[config.mk]
export PLATFORM = sky130hd
export DESIGN_NAME = core_input_streamer
export DESIGN_NICKNAME = d
export VERILOG_FILES = /design/src/rtl/core_pkg.sv /design/src/rtl/core_input_streamer_block_word_mux.sv /design/src/rtl/core_input_streamer.sv
export SDC_FILE = /design/constraint.sdc
export NUM_CORES = 1
export LEC_CHECK = 0
export ABC_AREA = 1
export CORE_AREA = 2 2 147 149
export CTS_BUF_LIST = sky130_fd_sc_hd__clkbuf_4 sky130_fd_sc_hd__clkbuf_8 sky130_fd_sc_hd__clkbuf_16
export DETAILED_ROUTE_END_ITERATION = 8
export DIE_AREA = 0 0 149 151
export PLACE_DENSITY = 0.89
export REMOVE_ABC_BUFFERS = 1
export SKIP_CTS_REPAIR_TIMING = 1
export SYNTH_ARGS = -nofsm -noshare
export SYNTH_HDL_FRONTEND = slang
export SYNTH_SLANG_ARGS = --single-unit
[constraint.sdc]
create_clock -name clk -period 2.11 [get_ports clk]
set_input_delay 0.422 -clock clk [delete_from_list [all_inputs] [get_ports clk]]
set_output_delay 0.422 -clock clk [all_outputs]
set_load 0.05 [all_outputs]
[src/rtl/core_pkg.sv]
// Shared types and constants for the SHA-256 core input streamer:
// FSM state encoding, padding words, block geometry and the latched job record.
package core_pkg;

   typedef enum logic [1:0] {
      IDLE   = 2'd0,
      STREAM = 2'd1,
      DONE   = 2'd2
   } stream_state_t;

   // First padding word (the single '1' bit after the 640-bit message).
   localparam logic [31:0] PAD_WORD   = 32'h8000_0000;
   // Message length in bits, placed in the last word of the block.
   localparam logic [31:0] LEN_WORD   = 32'h0000_0280;
   localparam int          NUM_WORDS  = 16;
   localparam int          WORD_IDX_W = $clog2(NUM_WORDS);

   // Header-chunk fields captured when a job is accepted.
   typedef struct packed {
      logic [31:0] merkle_tail;
      logic [31:0] timestamp;
      logic [31:0] nbits;
   } job_t;

endpackage

[src/rtl/core_input_streamer_block_word_mux.sv]
// block_word_mux: selects the 32-bit message word for a given word index
// from the latched job, the current nonce and the fixed padding words.
module block_word_mux
   import core_pkg::*;
#(
   parameter int          NONCE_W   = 32,
   parameter logic [31:0] LAST_WORD = core_pkg::LEN_WORD
) (
   input  logic [WORD_IDX_W-1:0] word_idx,
   input  job_t                  job,
   input  logic [NONCE_W-1:0]    nonce,
   output logic [31:0]           w
);

   // Word layout of one padded block; every unlisted index is zero padding.
   always_comb begin
      // NOTE: every always_comb output gets a default first so no path leaves it unassigned and no latch is inferred.
      w = '0;
      case (word_idx)
         4'd0:    w = job.merkle_tail;
         4'd1:    w = job.timestamp;
         4'd2:    w = job.nbits;
         4'd3:    w = 32'(nonce);
         4'd4:    w = PAD_WORD;
         4'd15:   w = LAST_WORD;
         default: w = '0;
      endcase
   end

endmodule

[src/rtl/core_input_streamer.sv]
// core_input_streamer: accepts one mining job and streams one padded 512-bit
// block per nonce to the SHA-256 core, one word per accepted cycle.
// Optional feature: define STREAM_ABORT_EN to add the 'abort' input, which
// drops the block in flight and ends the job through DONE.
module core_input_streamer #(
   parameter int          NONCE_W  = 32,
   parameter logic [31:0] LEN_WORD = core_pkg::LEN_WORD
) (
   input  logic               clk,
   input  logic               rst,
   input  logic               job_valid,
   output logic               job_ready,
   input  logic [31:0]        merkle_tail,
   input  logic [31:0]        timestamp,
   input  logic [31:0]        nbits,
   input  logic [NONCE_W-1:0] nonce_start,
   input  logic [NONCE_W-1:0] nonce_count,
   input  logic               core_ready,
`ifdef STREAM_ABORT_EN
   input  logic               abort,
`endif
   output logic               valid,
   output logic               newblock,
   output logic [31:0]        w,
   output logic [NONCE_W-1:0] cur_nonce,
   output logic               done
);

   import core_pkg::*;

   stream_state_t           state, state_n;
   logic [WORD_IDX_W-1:0]   word_idx, word_idx_n;
   logic [NONCE_W-1:0]      nonce, nonce_n;
   logic [NONCE_W-1:0]      remaining, remaining_n;
   job_t                    job, job_n;
   logic [31:0]             w_n;
   logic                    abort_req;

`ifdef STREAM_ABORT_EN
   assign abort_req = abort;
`else
   assign abort_req = 1'b0;
`endif

   // Word for the next cycle, chosen from the next-state index, job and nonce.
   block_word_mux #(
      .NONCE_W   (NONCE_W),
      .LAST_WORD (LEN_WORD)
   ) u_word_mux (
      .word_idx (word_idx_n),
      .job      (job_n),
      .nonce    (nonce_n),
      .w        (w_n)
   );

   // Next-state logic: job acceptance, word/nonce stepping and job completion.
   always_comb begin
      state_n     = state;
      word_idx_n  = word_idx;
      nonce_n     = nonce;
      remaining_n = remaining;
      job_n       = job;
      unique case (state)
         IDLE: begin
            if (job_valid && job_ready) begin
               job_n = '{merkle_tail: merkle_tail, timestamp: timestamp, nbits: nbits};
               if (nonce_count != '0) begin
                  word_idx_n  = '0;
                  nonce_n     = nonce_start;
                  remaining_n = nonce_count;
                  state_n     = STREAM;
               end else begin
                  state_n = DONE;
               end
            end
         end
         STREAM: begin
            // valid is high throughout STREAM, so core_ready alone marks acceptance.
            if (abort_req) begin
               state_n = DONE;
            end else if (core_ready) begin
               if (word_idx == WORD_IDX_W'(NUM_WORDS - 1)) begin
                  word_idx_n  = '0;
                  nonce_n     = nonce + NONCE_W'(1);
                  remaining_n = remaining - NONCE_W'(1);
                  if (remaining == NONCE_W'(1)) begin
                     state_n = DONE;
                  end
               end else begin
                  word_idx_n = word_idx + WORD_IDX_W'(1);
               end
            end
         end
         DONE:    state_n = IDLE;
         default: state_n = IDLE;
      endcase
   end

   // State and registered outputs, all derived from the next-state values so every output is a flop.
   always_ff @(posedge clk) begin
      // NOTE: sequential state uses non-blocking assignments so all flops update together from pre-edge values.
      if (rst) begin
         // NOTE: the job record is reset alongside the control state so nothing stale can reach w after reset.
         state     <= IDLE;
         word_idx  <= '0;
         nonce     <= '0;
         remaining <= '0;
         job       <= '0;
         valid     <= 1'b0;
         newblock  <= 1'b0;
         w         <= '0;
         cur_nonce <= '0;
         done      <= 1'b0;
         job_ready <= 1'b1;
      end else begin
         state     <= state_n;
         word_idx  <= word_idx_n;
         nonce     <= nonce_n;
         remaining <= remaining_n;
         job       <= job_n;
         valid     <= (state_n == STREAM);
         newblock  <= (state_n == STREAM) && (word_idx_n == '0);
         w         <= (state_n == STREAM) ? w_n : '0;
         cur_nonce <= nonce_n;
         done      <= (state_n == DONE);
         job_ready <= (state_n == IDLE);
      end
   end

endmodule

==> flow_metrics.py, run 1 <==
metrics = {
    "timing": {
        "fin_crit_sh_pct": 107,
        "fin_ws_ns": -0.145,
        "clock_skew_ns": 0.0131,
        "period_needed_ns": 2.25,
        "slew_violations": 0,
        "maxSlewHeadroom_pct": 45.4,
        "achievable-frequency_mhz": 444,
        "setup_violations": 34,
        "worstMarginPinSlew_ns": 0.818,
        "whs_ns": 0.211,
        "hold_viol_final": 0,
        "rsz0062_at_grt": "true",
    },
    "logic_synthesis": {
        "synth_edf_count": 0,
        "yosys-top-cells-count": "nor2_1, nand2_1, dfxtp_1",
        "synthXorXnorAreaFrac_pct": 0.976,
        "yosysSeqAreaShare_pct": 37.6,
        "synth_top_family_by_area": "simple AND/OR/NAND/NOR gates",
        "synth_area_um2": 10800,
        "synth.avg_cell_area_um2": 6.91,
        "async_flop_share_pct": 0,
        "yosys_warnings": 0,
        "synth_compound_area_share_pct": 9.32,
        "synthFlopType": "dfxtp_1",
        "syn_inst": 1557,
        "synth_top_area_share_pct": 37.6,
        "synth_top_area_cell": "dfxtp_1",
        "synthAdderAreaFrac_pct": 0.465,
        "yosysMostFrequentCell": "nor2_1",
        "synthSimpleGateAreaFrac_pct": 35.9,
        "ys_seq_elements": 202,
        "synth.mux.area_fraction_pct": 8.55,
        "yosys.cell_types.count": 42,
        "synth_area_leaders": "dfxtp_1, nor2_1, nand2_1",
    },
    "place": {
        "pre_cts_slack_ns": -0.715,
        "hpwl_mm": 27.0,
        "io_buffers": 231,
        "place_inst": 2163,
        "routabilityCongestion": 1.02,
    },
    "detailed_routing": {
        "drc": 1,
        "dr.pass1.iters": 9,
        "ant_nets": 0,
        "viasPerCell": 5.96,
        "wl_per_cell_um": 19.8,
        "wl_mm": 44.3,
        "vias": 13320,
        "drtIter0Drc": 1869,
    },
    "clock_tree": {
        "cts_made_buffers": 23,
        "clock_latency_ns": 0.52,
        "clk_root_buffer_cell": "clkbuf_16",
        "clock-sinks": 202,
        "clockBufferDepth": 3,
        "cts_tree": "built",
        "clk_pin_slew_worst_paths_ns": 0.06,
        "cts_max_level": 1,
    },
    "cells_and_area": {
        "final_nets": 2113,
        "area_delta_synth_final_pct": 51.0,
        "fin_cells": 2236,
        "finish.utilization_pct": 78.1,
        "drive_above_1_share_pct": 21.1,
    },
    "pwr": {
        "power_frac_comb_pct": 32.1,
        "switchingPower_mw": 4.30,
        "p_leak_nw": 7.50,
        "pwr-share-seq_pct": 34.6,
        "powerDensity_nw_per_um2": 780,
        "clkPwrFrac_pct": 33.3,
        "peakVddDrop_v": 0.000604,
        "p_sw_share_pct": 33.9,
        "p_int_mw": 8.39,
    },
    "worst_setup_path": {
        "crit_type": "reg -> reg",
        "endpoint_kind": "register",
        "required_ns": 2.55,
        "worstSetupStartpointType": "register",
        "crit_family": "simple AND/OR/NAND/NOR gates",
        "path_max_fanout": 10,
        "cp.arrival_ns": 2.70,
        "worstPathCellList": "nand2_1 > nor2_4 > nor2_2 > buf_6 > nand3_4 > nand3_4 > nor2_4 > nand2_4 > buf_12 > o21ai_0 > nor2_1 > nor2_1",
        "slowest_stage": "dfxtp_1",
        "path_buf_inv": 2,
        "max_stage_delay_ns": 0.40,
    },
    "grt": {
        "antenna_found_initial": 1,
        "grtUsageTotal_pct": 32.2,
        "first_global_vias": 12043,
        "grt_max_degree": 82,
        "grt_overflow": 0,
        "grt_first_pass_wirelength_mm": 58.7,
    },
    "die": {
        "io_pins": 232,
        "die-area_um2": 22500,
        "die_w_um": 149,
        "start_util_pct": 51.7,
        "rows": 53,
        "coreArea_um2": 20800,
        "die_h_um": 151,
    },
    "worst_hold_path": {
        "hp-class": "in -> reg",
    },
    "run_status": {
        "violations": "DRC, setup timing",
        "status": "finished with violations",
    },
    "flow_run": {
        "max_cap_violations": 0,
    },
}
-- power groups by stage --
stage | logic, mW | clock network, mW | registers [mW]
after global placement | 3.47 | 0 | 4.42
after CTS | 3.64 | 4.16 | 4.36
final | 4.07 | 4.22 | 4.39
after detailed placement | 3.58 | 0 | 4.44
after global routing | 4.29 | 4.37 | 4.41
after floorplan | 1.59 | 0 | 4.82
-- area by class of cell --
class	count	area, um2
diodes	1	2.50
clock buffers	31	661
well taps	275	344
flip-flops and latches	202	4060
inverters	114	430
clock inverters	9	126
fillers	1248	4560
multi-input cells	1168	6340
repair buffers	436	4300
-- through the flow --
step / TNS, ns / instance area, um2 / power [mW]
2_1_floorplan: -489.55 / 10400 / 6.41
3_3_place_gp: -39.93 / 14500 / 7.90
3_5_place_dp: -48.34 / 14500 / 8.02
4_1_cts: -10.23 / 15300 / 12.2
5_1_grt: -4.62 / 16300 / 13.1
6_report: -1.81 / 16300 / 12.7
-- flip-flops by register name, indices dropped and copies added (netlist names) --
name       count
job           96
job_ready      1
done           1
word_idx       4
remaining     32
state          2
w             32
newblock       1
valid          1
nonce         32
-- placed cells by master (no fill, tap or decap), drive strengths merged, types with 8 or more instances in the layout --
master	instances
a21oi	58
a31oi	9
buf	220
clkbuf	37
clkdlybuf4s50	161
dfxtp	202
dlymetal6s2s	49
inv	115
mux2i	92
nand2	307
nand3	100
nand3b	66
nand4	17
nor2	345
nor3	32
o21ai	102
xnor2	8
-- metal layers --
| layer | part of all wire (%) | track usage, % | wire (um) | up-vias |
|---|---|---|---|---|
| met5 | 0 | 0 | 0 | - |
| met4 | 8.7 | 16.3 | 3850 | 0 |
| met3 | 12 | 5.93 | 5120 | 360 |
| met2 | 45 | 55.9 | 20100 | 1029 |
| met1 | 34 | 38.3 | 15200 | 6068 |
| li1 | - | - | - | 5863 |
-- logic make-up (layout without fill, tap and decap cells) --
logic type | Yosys count | after routing
xor+xnor | 12 | 12
simple gates | 877 | 878
mux | 92 | 92
compound gates | 182 | 182
buf+inv | 188 | 590
fa+ha+maj | 4 | 4
flops | 202 | 202
other cells | 0 | 1
-- final timing paths --
path                                   from     endpoint  slack, ns  cells after the start
worst max-delay path            word_idx[2]        w[30]      -0.14                     12
worst min-delay path                    rst  word_idx[1]       0.21                      2
worst max register to register  word_idx[2]        w[30]      -0.14                     12
worst min register to register      job[23]      job[23]       0.49                      2
No activity file was read; power rests on OpenSTA's default activity.
==> run 2, diff against run 1 <==
==> constraint.sdc (replaced) <==
create_clock -name clk -period 2.15 [get_ports clk]
set_input_delay 0.43 -clock clk [delete_from_list [all_inputs] [get_ports clk]]
set_output_delay 0.43 -clock clk [all_outputs]
set_load 0.05 [all_outputs]
==> run 2 against run 1 <==
The run still ends with DRC, setup timing left. Register-to-register slack worse by 0.11 ns. Worst hold slack better by 0.018 ns. Clock power fell by 3%. Largest power group unchanged. Fmax is 6.1% lower. Global-route usage is 0.54 points higher. Total power down 1.5%.
==> flow_metrics.py, run 2 (synthesis results as in run 1) <==
metrics = {
    "clock_tree": {
        "cts_tree": "built",
        "clk_root_buffer_cell": "clkbuf_16",
        "clockBufferDepth": 3,
        "cts_max_level": 1,
        "clock-sinks": 202,
        "clock_latency_ns": 0.52,
        "clk_pin_slew_worst_paths_ns": 0.07,
        "cts_made_buffers": 23,
    },
    "cells_and_area": {
        "final_cell_mix": "nor2_1, nand2_1, dfxtp_1",
        "regMostFlops": "job",
        "regArea_um2": 4060,
        "final_nets": 2100,
        "n_fill_cell": 1263,
        "multi_input_area_um2": 6570,
        "final_common_cell": "nor2_1",
        "area_delta_synth_final_pct": 53.3,
        "drive_above_1_share_pct": 22.1,
        "largest_reg_flops": 96,
        "fin_cells": 2224,
    },
    "worst_setup_path": {
        "cp.arrival_ns": 2.84,
        "endpoint_kind": "register",
        "path_max_fanout": 6,
        "worstSetupStartpointType": "register",
        "required_ns": 2.59,
        "crit_type": "reg -> reg",
    },
    "timing": {
        "maxSlewHeadroom_pct": 45.7,
        "fin_crit_sh_pct": 112,
        "achievable-frequency_mhz": 417,
        "slew_violations": 0,
        "rsz0062_at_grt": "true",
        "setup_violations": 35,
        "worstMarginPinSlew_ns": 0.814,
        "clock_skew_ns": 0.0126,
        "hold_viol_final": 0,
        "period_needed_ns": 2.40,
        "whs_ns": 0.229,
        "fin_ws_ns": -0.250,
    },
    "detailed_routing": {
        "drtIter0Drc": 1573,
        "wl_mm": 46.2,
        "vias": 13313,
        "dr.pass1.iters": 9,
        "drc": 6,
        "wl_per_cell_um": 20.8,
        "ant_nets": 0,
        "viasPerCell": 5.99,
    },
    "run_status": {
        "violations": "DRC, setup timing",
        "status": "finished with violations",
    },
    "die": {
        "die-area_um2": 22500,
        "rows": 53,
        "die_h_um": 151,
        "die_w_um": 149,
        "io_pins": 232,
        "start_util_pct": 51.7,
        "coreArea_um2": 20800,
    },
    "pwr": {
        "switchingPower_mw": 4.36,
        "powerDensity_nw_per_um2": 757,
        "power_frac_comb_pct": 32.9,
        "peakVddDrop_v": 0.000615,
        "clkPwrFrac_pct": 32.6,
        "p_sw_share_pct": 34.9,
        "pwr-share-seq_pct": 34.5,
        "p_int_mw": 8.14,
        "p_leak_nw": 7.66,
    },
    "grt": {
        "grt_overflow": 0,
        "grt_first_pass_wirelength_mm": 59.5,
        "first_global_vias": 12107,
        "antenna_found_initial": 1,
        "grtUsageTotal_pct": 32.8,
        "grt_max_degree": 79,
    },
    "worst_hold_path": {
        "hp-class": "in -> reg",
    },
    "flow_run": {
        "max_cap_violations": 0,
    },
    "place": {
        "hpwl_mm": 27.1,
        "routabilityCongestion": 1.01,
        "io_buffers": 231,
        "place_inst": 2151,
    },
}
-- run 2: cell types whose count changed in the layout (fill, tap and decap cells not counted), moves of 7 or more --
cell     delta
buf_4      -28
nand2_1    -17
nand2_4    +12
nand3_1     -8
nand3_2     +7
o21ai_0    -13
o21ai_2    +15
-- run 2: worst max-delay path, stage by stage, from the launching register on --
cell and delay (ns):
dfxtp_2 0.36, ha_4 0.18, nand2_4 0.06, nor2_4 0.16
buf_12 0.13, nor2_4 0.04, buf_6 0.12, nand3_4 0.07
nand2_2 0.06, inv_2 0.07, nand2_2 0.06, nand2_2 0.09
nand2_2 0.08, nor2_4 0.14, buf_12 0.16, clkbuf_16 0.17
nand2_1 0.07, nand2_1 0.08, nor2_1 0.05, nor2_1 0.16
-- run 2: worst paths after layout --
| kind | start | to | slack (ns) | cells past startpoint |
|---|---|---|---|---|
| setup / recovery | word_idx[1] | w[14] | -0.25 | 19 |
| hold / removal | nonce_count[14] | remaining[14] | 0.23 | 3 |
| setup reg to reg | word_idx[1] | w[14] | -0.25 | 19 |
| hold reg to reg | job[25] | job[25] | 0.48 | 2 |
-- run 2: per-layer routing --
metal / global-route usage [%] / up-vias / wire length, um
met3: 5.57 / 356 / 4990
met4: 15.7 / 0 / 3830
li1: - / 5850 / -
met2: 57.4 / 1022 / 21300
met5: 0 / - / 0
met1: 39.2 / 6085 / 16100
-- run 2: final cells by class --
class | count | share of cell area [%]
Clock buffer | 30 | 3.96
Antenna cell | 1 | 0.0152
Tap cell | 275 | 2.08
Sequential cell | 202 | 24.6
Timing Repair Buffer | 423 | 26.3
Inverter | 114 | 2.61
Clock inverter | 11 | 0.728
Multi-Input combinational cell | 1168 | 39.8
-- run 2: power by group through the flow --
stage	logic [mW]	registers, mW	clock network, mW
3_5_place_dp	3.51	4.36	0
4_1_cts	3.56	4.28	4.03
5_1_grt	4.34	4.34	4.21
3_3_place_gp	3.41	4.35	0
6_report	4.11	4.32	4.08
2_1_floorplan	1.56	4.73	0
-- run 2: stage by stage --
| stage | utilization (%) | cell area (um2) | setup TNS [ns] | setup WS (ns) | power, mW |
|---|---|---|---|---|---|
| 3_3_place_gp | 69.6 | 14500 | -33.91 | -0.521 | 7.75 |
| 3_5_place_dp | 69.6 | 14500 | -41.18 | -0.677 | 7.87 |
| 5_1_grt | 79.3 | 16500 | -6.55 | -0.282 | 12.9 |
| 2_1_floorplan | - | 10400 | -482.31 | -3.93 | 6.29 |
| 4_1_cts | 73.3 | 15300 | -7.91 | -0.290 | 11.9 |
| 6_report | 79.3 | 16500 | -4.98 | -0.250 | 12.5 |
